File: src/rtl/hash_pkg.sv
// Shared hashing constants and types.
// Holds the SHA-256 word geometry, the initial chaining values H0..H7
// and the state encoding used by the digest stream reader. The H
// registers and the benches take these values from here.
package hash_pkg;

  localparam int WORD_W       = 32;
  localparam int DIGEST_WORDS = 8;

  // SHA-256 initial chaining values, H0 in the least significant word.
  localparam logic [DIGEST_WORDS*WORD_W-1:0] SHA256_H_INIT = {
    32'h5be0cd19,  // H7
    32'h1f83d9ab,  // H6
    32'h9b05688c,  // H5
    32'h510e527f,  // H4
    32'ha54ff53a,  // H3
    32'h3c6ef372,  // H2
    32'hbb67ae85,  // H1
    32'h6a09e667   // H0
  };

  // Reader states: IDLE waits for a capture, SEND streams words out.
  typedef enum logic {
    IDLE = 1'b0,
    SEND = 1'b1
  } state_t;

endpackage

File: src/rtl/word_byteswap.sv
// Combinational byte reversal of one 32-bit word.
// Turns a big-endian SHA-256 word into the little-endian order used
// for block-hash display and target comparison.
module word_byteswap (
  input  logic [31:0] din,
  output logic [31:0] dout
);

  assign dout = {din[7:0], din[15:8], din[23:16], din[31:24]};

endmodule

File: src/rtl/digest_stream_reader.sv
// Digest stream reader.
// Captures the 256-bit chaining value H0..H7 in one cycle when a
// final block completes, then streams it as WORDS words (H0 first)
// over a valid/ready interface. A capture arriving while a digest is
// still in flight is dropped and flagged in the sticky overrun bit.
// A capture coinciding with the last transfer is accepted, so
// back-to-back digests stream without a bubble.
// Build option: define DIGEST_BYTESWAP_EN to byte-reverse every
// output word; otherwise words leave exactly as captured.
module digest_stream_reader #(
  parameter int WORDS  = 8,
  parameter int WORD_W = 32,
  parameter int CNT_W  = 16
) (
  input  logic                    clk,
  input  logic                    rst_n,
  input  logic [WORDS*WORD_W-1:0] h_in,
  input  logic                    cap_valid,
  output logic                    cap_ready,
  output logic [WORD_W-1:0]       dout,
  output logic                    dout_valid,
  input  logic                    dout_ready,
  output logic                    dout_last,
  output logic                    overrun,
  input  logic                    clr_overrun,
  output logic [CNT_W-1:0]        digest_cnt
);

  import hash_pkg::*;

  localparam int IDX_W = (WORDS > 1) ? $clog2(WORDS) : 1;

  state_t                  state;
  logic [IDX_W-1:0]        idx;
  logic [WORDS*WORD_W-1:0] cap_reg;

  logic                    xfer;
  logic                    last_xfer;
  logic                    cap_take;
  logic [IDX_W-1:0]        next_idx;
  logic [WORD_W-1:0]       next_raw;
  logic [WORD_W-1:0]       next_word;
  logic                    next_last;

  // A transfer happens whenever the presented word is accepted.
  assign xfer      = dout_valid && dout_ready;
  assign last_xfer = xfer && dout_last;

  // Idle, or the in-flight digest finishes this very cycle.
  assign cap_ready = (state == IDLE) || last_xfer;
  assign cap_take  = cap_valid && cap_ready;

  // Select the word that will be presented after this clock edge.
  always_comb begin
    // NOTE: every signal driven here gets a default first, so no path
    // leaves it unassigned and no latch is inferred.
    next_idx = idx + IDX_W'(1);
    next_raw = cap_reg[next_idx*WORD_W +: WORD_W];
    if (cap_take) begin
      next_idx = '0;
      next_raw = h_in[WORD_W-1:0];
    end
  end

  assign next_last = (next_idx == IDX_W'(WORDS - 1));

`ifdef DIGEST_BYTESWAP_EN
  word_byteswap u_word_byteswap (
    .din  (next_raw),
    .dout (next_word)
  );
`else
  assign next_word = next_raw;
`endif

  // Reader FSM with registered stream outputs, overrun flag and counter.
  always_ff @(posedge clk or negedge rst_n) begin
    if (!rst_n) begin
      // NOTE: the capture register is a plain datapath register and is
      // cleared with everything else so dout never exposes stale data.
      state      <= IDLE;
      idx        <= '0;
      cap_reg    <= '0;
      dout       <= '0;
      dout_valid <= 1'b0;
      dout_last  <= 1'b0;
      overrun    <= 1'b0;
      digest_cnt <= '0;
    end else begin
      // NOTE: non-blocking assignments throughout, so every branch reads
      // the pre-edge values of the state registers.
      if (cap_valid && !cap_ready) begin
        overrun <= 1'b1;
      end else if (clr_overrun) begin
        overrun <= 1'b0;
      end

      if (last_xfer) begin
        digest_cnt <= digest_cnt + CNT_W'(1);
      end

      case (state)
        IDLE: begin
          if (cap_valid) begin
            cap_reg    <= h_in;
            idx        <= next_idx;
            dout       <= next_word;
            dout_last  <= next_last;
            dout_valid <= 1'b1;
            state      <= SEND;
          end
        end
        SEND: begin
          if (xfer) begin
            if (dout_last) begin
              if (cap_valid) begin
                cap_reg   <= h_in;
                idx       <= next_idx;
                dout      <= next_word;
                dout_last <= next_last;
              end else begin
                dout_valid <= 1'b0;
                dout_last  <= 1'b0;
                state      <= IDLE;
              end
            end else begin
              idx       <= next_idx;
              dout      <= next_word;
              dout_last <= next_last;
            end
          end
        end
        default: begin
          state <= IDLE;
        end
      endcase
    end
  end

endmodule
File: config.mk
export PLATFORM = sky130hd
export DESIGN_NAME = digest_stream_reader
export DESIGN_NICKNAME = d
export VERILOG_FILES = /design/src/rtl/hash_pkg.sv /design/src/rtl/word_byteswap.sv /design/src/rtl/digest_stream_reader.sv
export SDC_FILE = /design/constraint.sdc
export NUM_CORES = 1
export LEC_CHECK = 0
export CAP_MARGIN = 40
export CORE_MARGIN = 5
export CORE_UTILIZATION = 30
export CTS_CLUSTER_SIZE = 8
export DETAILED_ROUTE_END_ITERATION = 12
export PLACE_DENSITY = 0.62
export SYNTH_ARGS = -nofsm -noshare
export SYNTH_HDL_FRONTEND = slang
export SYNTH_SLANG_ARGS = --single-unit
export TNS_END_PERCENT = 1
File: constraint.sdc
create_clock -name clk -period 2.5 [get_ports clk]
set_input_delay 0.625 -clock clk [delete_from_list [all_inputs] [get_ports clk]]
set_output_delay 0.625 -clock clk [all_outputs]
set_load 0.005 [all_outputs]
==> run_results.csv <==
group,metric,value,unit
cells_and_area,final_area,0.01973,sq mm
cells_and_area,nets,2112,
cells_and_area,largest_reg_flops,256,
detailed_routing,dr.pass1.iters,5,
clock_tree,clkSlewWorstSetupHoldPaths,50,ps
grt,gr-total-overflow,0,
sta,skew,18.78,ps
placed_design,gp_congestion,0.8335,
floorplanning,die_w,227.6,um
cells_and_area,fillers,4565,
pwr,finalPower,18.80,mW
sta,fin_setup_tns,0,ps
placed_design,port_buffers,312,
placed_design,hpwl,32.65,mm
clock_tree,htree_levels,2,
synthesis,syn-num-nets,1786,
synthesis,ys_types,49,
synthesis,syn_area_per_cell,9.329,sq um
pwr,p_per_area,952.9,mW/mm^2
detailed_routing,postRouteAntennaNets,0,
cells_and_area,final_cell_mix,"nand2_1 (840), clkdlybuf4s50_1 (310), dfrtp_1 (309)",
worst_setup_path,critPathMaxFanout,10,
detailed_routing,drt_iter0_drc,927,
hold_path,hold_class,"in -> async",
worst_setup_path,rrSetupSlack,390,ps
synthesis,syn_inst,1523,
cells_and_area,regArea,0.007787,sq mm
pwr,vdd_ir_drop_max,0.4138,mV
pwr,power_leakage,9.398,nW
floorplanning,coreArea,0.04665,sq mm
placed_design,place_area,0.01848,sq mm
grt,grt_util_all_layers,0.1729,
clock_tree,clock_tree.root_cell,"clkbuf_16",
synthesis,netlist.area_leader.share,0.5477,
floorplanning,start_util,0.3045,
sta,fmax,423.3,MHz
cells_and_area,drive_above_1_share,0.1046,
worst_setup_path,cp-start-kind,"register",
clock_tree,clock_sinks,311,
sta,whs,21.26,ps
grt,grt_max_degree,65,
grt,grt_first_pass_wirelength,70.22,mm
detailed_routing,vias,11760,
synthesis,ys_ff_latch,311,
grt,busiest_layer,"met2",
cells_and_area,area_delta_synth_final,38.86,%
clock_tree,cts_setup_buffers,0,
synthesis,synthTopCellsByArea,"dfrtp_1 (55%), nand2_1 (22%), mux4_2 (6.7%), nor3b_1 (2.2%), buf_2 (2.1%)",
worst_setup_path,arrival,1740,ps
cells_and_area,final-instance-count-excl-fill,2466,
detailed_routing,drc_errors,0,
clock_tree,clk_latency,550,ps
cells_and_area,layout_commonest_cell,"nand2_1",
worst_setup_path,worst_setup_path_end_kind,"output port",
synthesis,synth_area,0.01421,sq mm
floorplanning,rows,79,
sta,setup_viol,0,
cells_and_area,multiInputGateArea,0.005979,sq mm
synthesis,yosysWarnings,0,
grt,gr-usage-met3,0.03532,
job,maxCapViolations,0,
floorplanning,io_pins,313,
floorplanning,die_h,227.6,um
grt,grt_pass1_vias,12300,
synthesis,synth_area_leader_cell,"dfrtp_1",
placed_design,dp.cells,2409,
sta,rsz0062_at_grt,"false",
sta,finalCritPeriodShare,0.9450,
grt,use_met2,0.2721,
floorplanning,dieArea,0.05182,sq mm
sta,relSlewSlack,0.5033,
detailed_routing,route.detailed.wl_per_inst,18.37,um
sta,min_period,2363,ps
grt,antenna_found_initial,9,
detailed_routing,routed_wl,45.30,mm
outcome,status,"finished, final reports clean",
sta,finalHoldViolCount,0,
clock_tree,cts_tree,"done",
worst_setup_path,crit_type,"reg -> out",
detailed_routing,avgViaCountPerCell,4.769,
clock_tree,clock_path_buffers,3,
synthesis,synth-seq-area-share,0.5477,
grt,groute.layer.met1.usage,0.2404,
clock_tree,cts_buffers,45,
worst_setup_path,cp.required,1880,ps
sta,final_max_slew_viol_count,0,
sta,worst_slew_pin_slew,742.3,ps
## Yosys cell counts (all sizes together)
cell type,n
o2bb2ai,1
buf,64
o31ai,10
nor4b,1
a2111oi,1
and4,2
a2bb2oi,1
o211ai,10
xor2,2
nand2,841
a22oi,10
and3,13
a21oi,3
clkbuf,34
mux4,43
dfrtp,311
nand3,10
o21ai,5
mux2,12
nor3b,41
bufbuf,1
mux2i,21
o22ai,22
nor4,2
nor2,7
nor3,2
ha,2
xnor2,15
a31oi,21
nand4,5
nor2b,2
and2,1
a21boi,1
inv,3
a21o,1
nand2b,2
## power by group
group | internal (mW) | leakage (nW) | switching (mW)
Clock | 3.39 | 0.605 | 2.13
Combinational | 2.97 | 4.91 | 2.68
Sequential | 6.70 | 3.88 | 0.926
## stage by stage
stage / utilization / setup slack [ps]
finish: 0.4229 / 137.4
global route: 0.4229 / 6.847
CTS: 0.4226 / 49.01
detailed placement: 0.3962 / -81.16
global placement: 0.3962 / -90.63
floorplan: - / 633.9
## critical path: stages, from the launching register on
cell and delay [ps]:
dfrtp_1 610, nand2_2 110, clkdlybuf4s50_1 470
## metal layers
metal / vias up / routed length, um
met3: 70 / 2733
met5: - / 28
li1: 5584 / -
met4: 6 / 1123
met2: 305 / 21220
met1: 5796 / 20200
## final cells by class
class,count,area share
flip-flops and latches,311,0.3947
inverters,3,0.0005707
clock inverters,2,0.002346
diodes,5,0.0006342
multi-input cells,1110,0.3031
well taps,607,0.03849
repair buffers,378,0.2001
clock buffers,50,0.06012
## logic make-up (layout without fill, tap and decap cells)
| family | Yosys count | after routing | synth area share |
|---|---|---|---|
| and+or+nand+nor | 929 | 929 | 0.2633 |
| DFF | 311 | 311 | 0.5477 |
| buffers and inverters | 102 | 433 | 0.03628 |
| AOI/OAI and AO/OA | 86 | 86 | 0.04535 |
| muxes | 76 | 76 | 0.09405 |
| xor gates and xnor gates | 17 | 17 | 0.01154 |
| adders and majority gates | 2 | 2 | 0.001761 |
| other | 0 | 5 | 0 |
## worst paths after layout
kind / start / to / cells after the start
worst max-delay path: state$_DFF_PN0_ / cap_ready / 2
worst min-delay path: rst_n / cap_reg[230]$_DFFE_PN0P_ / 1
worst max register to register: idx[0]$_DFFE_PN0N_ / dout[31]$_DFFE_PN0N_ / 6
worst min register to register: cap_reg[86]$_DFFE_PN0P_ / cap_reg[86]$_DFFE_PN0P_ / 2
max in group asynchronous: rst_n / dout_valid$_DFFE_PN0P_ / 2
min in group clk: cap_reg[86]$_DFFE_PN0P_ / cap_reg[86]$_DFFE_PN0P_ / 2
## timing repair
action	4_1_cts	5_1_grt
setup endpoints to repair	1	1
gates resized for setup	2	1
hold buffers	0	0
Note: power is estimated with default switching activity, not from simulation.
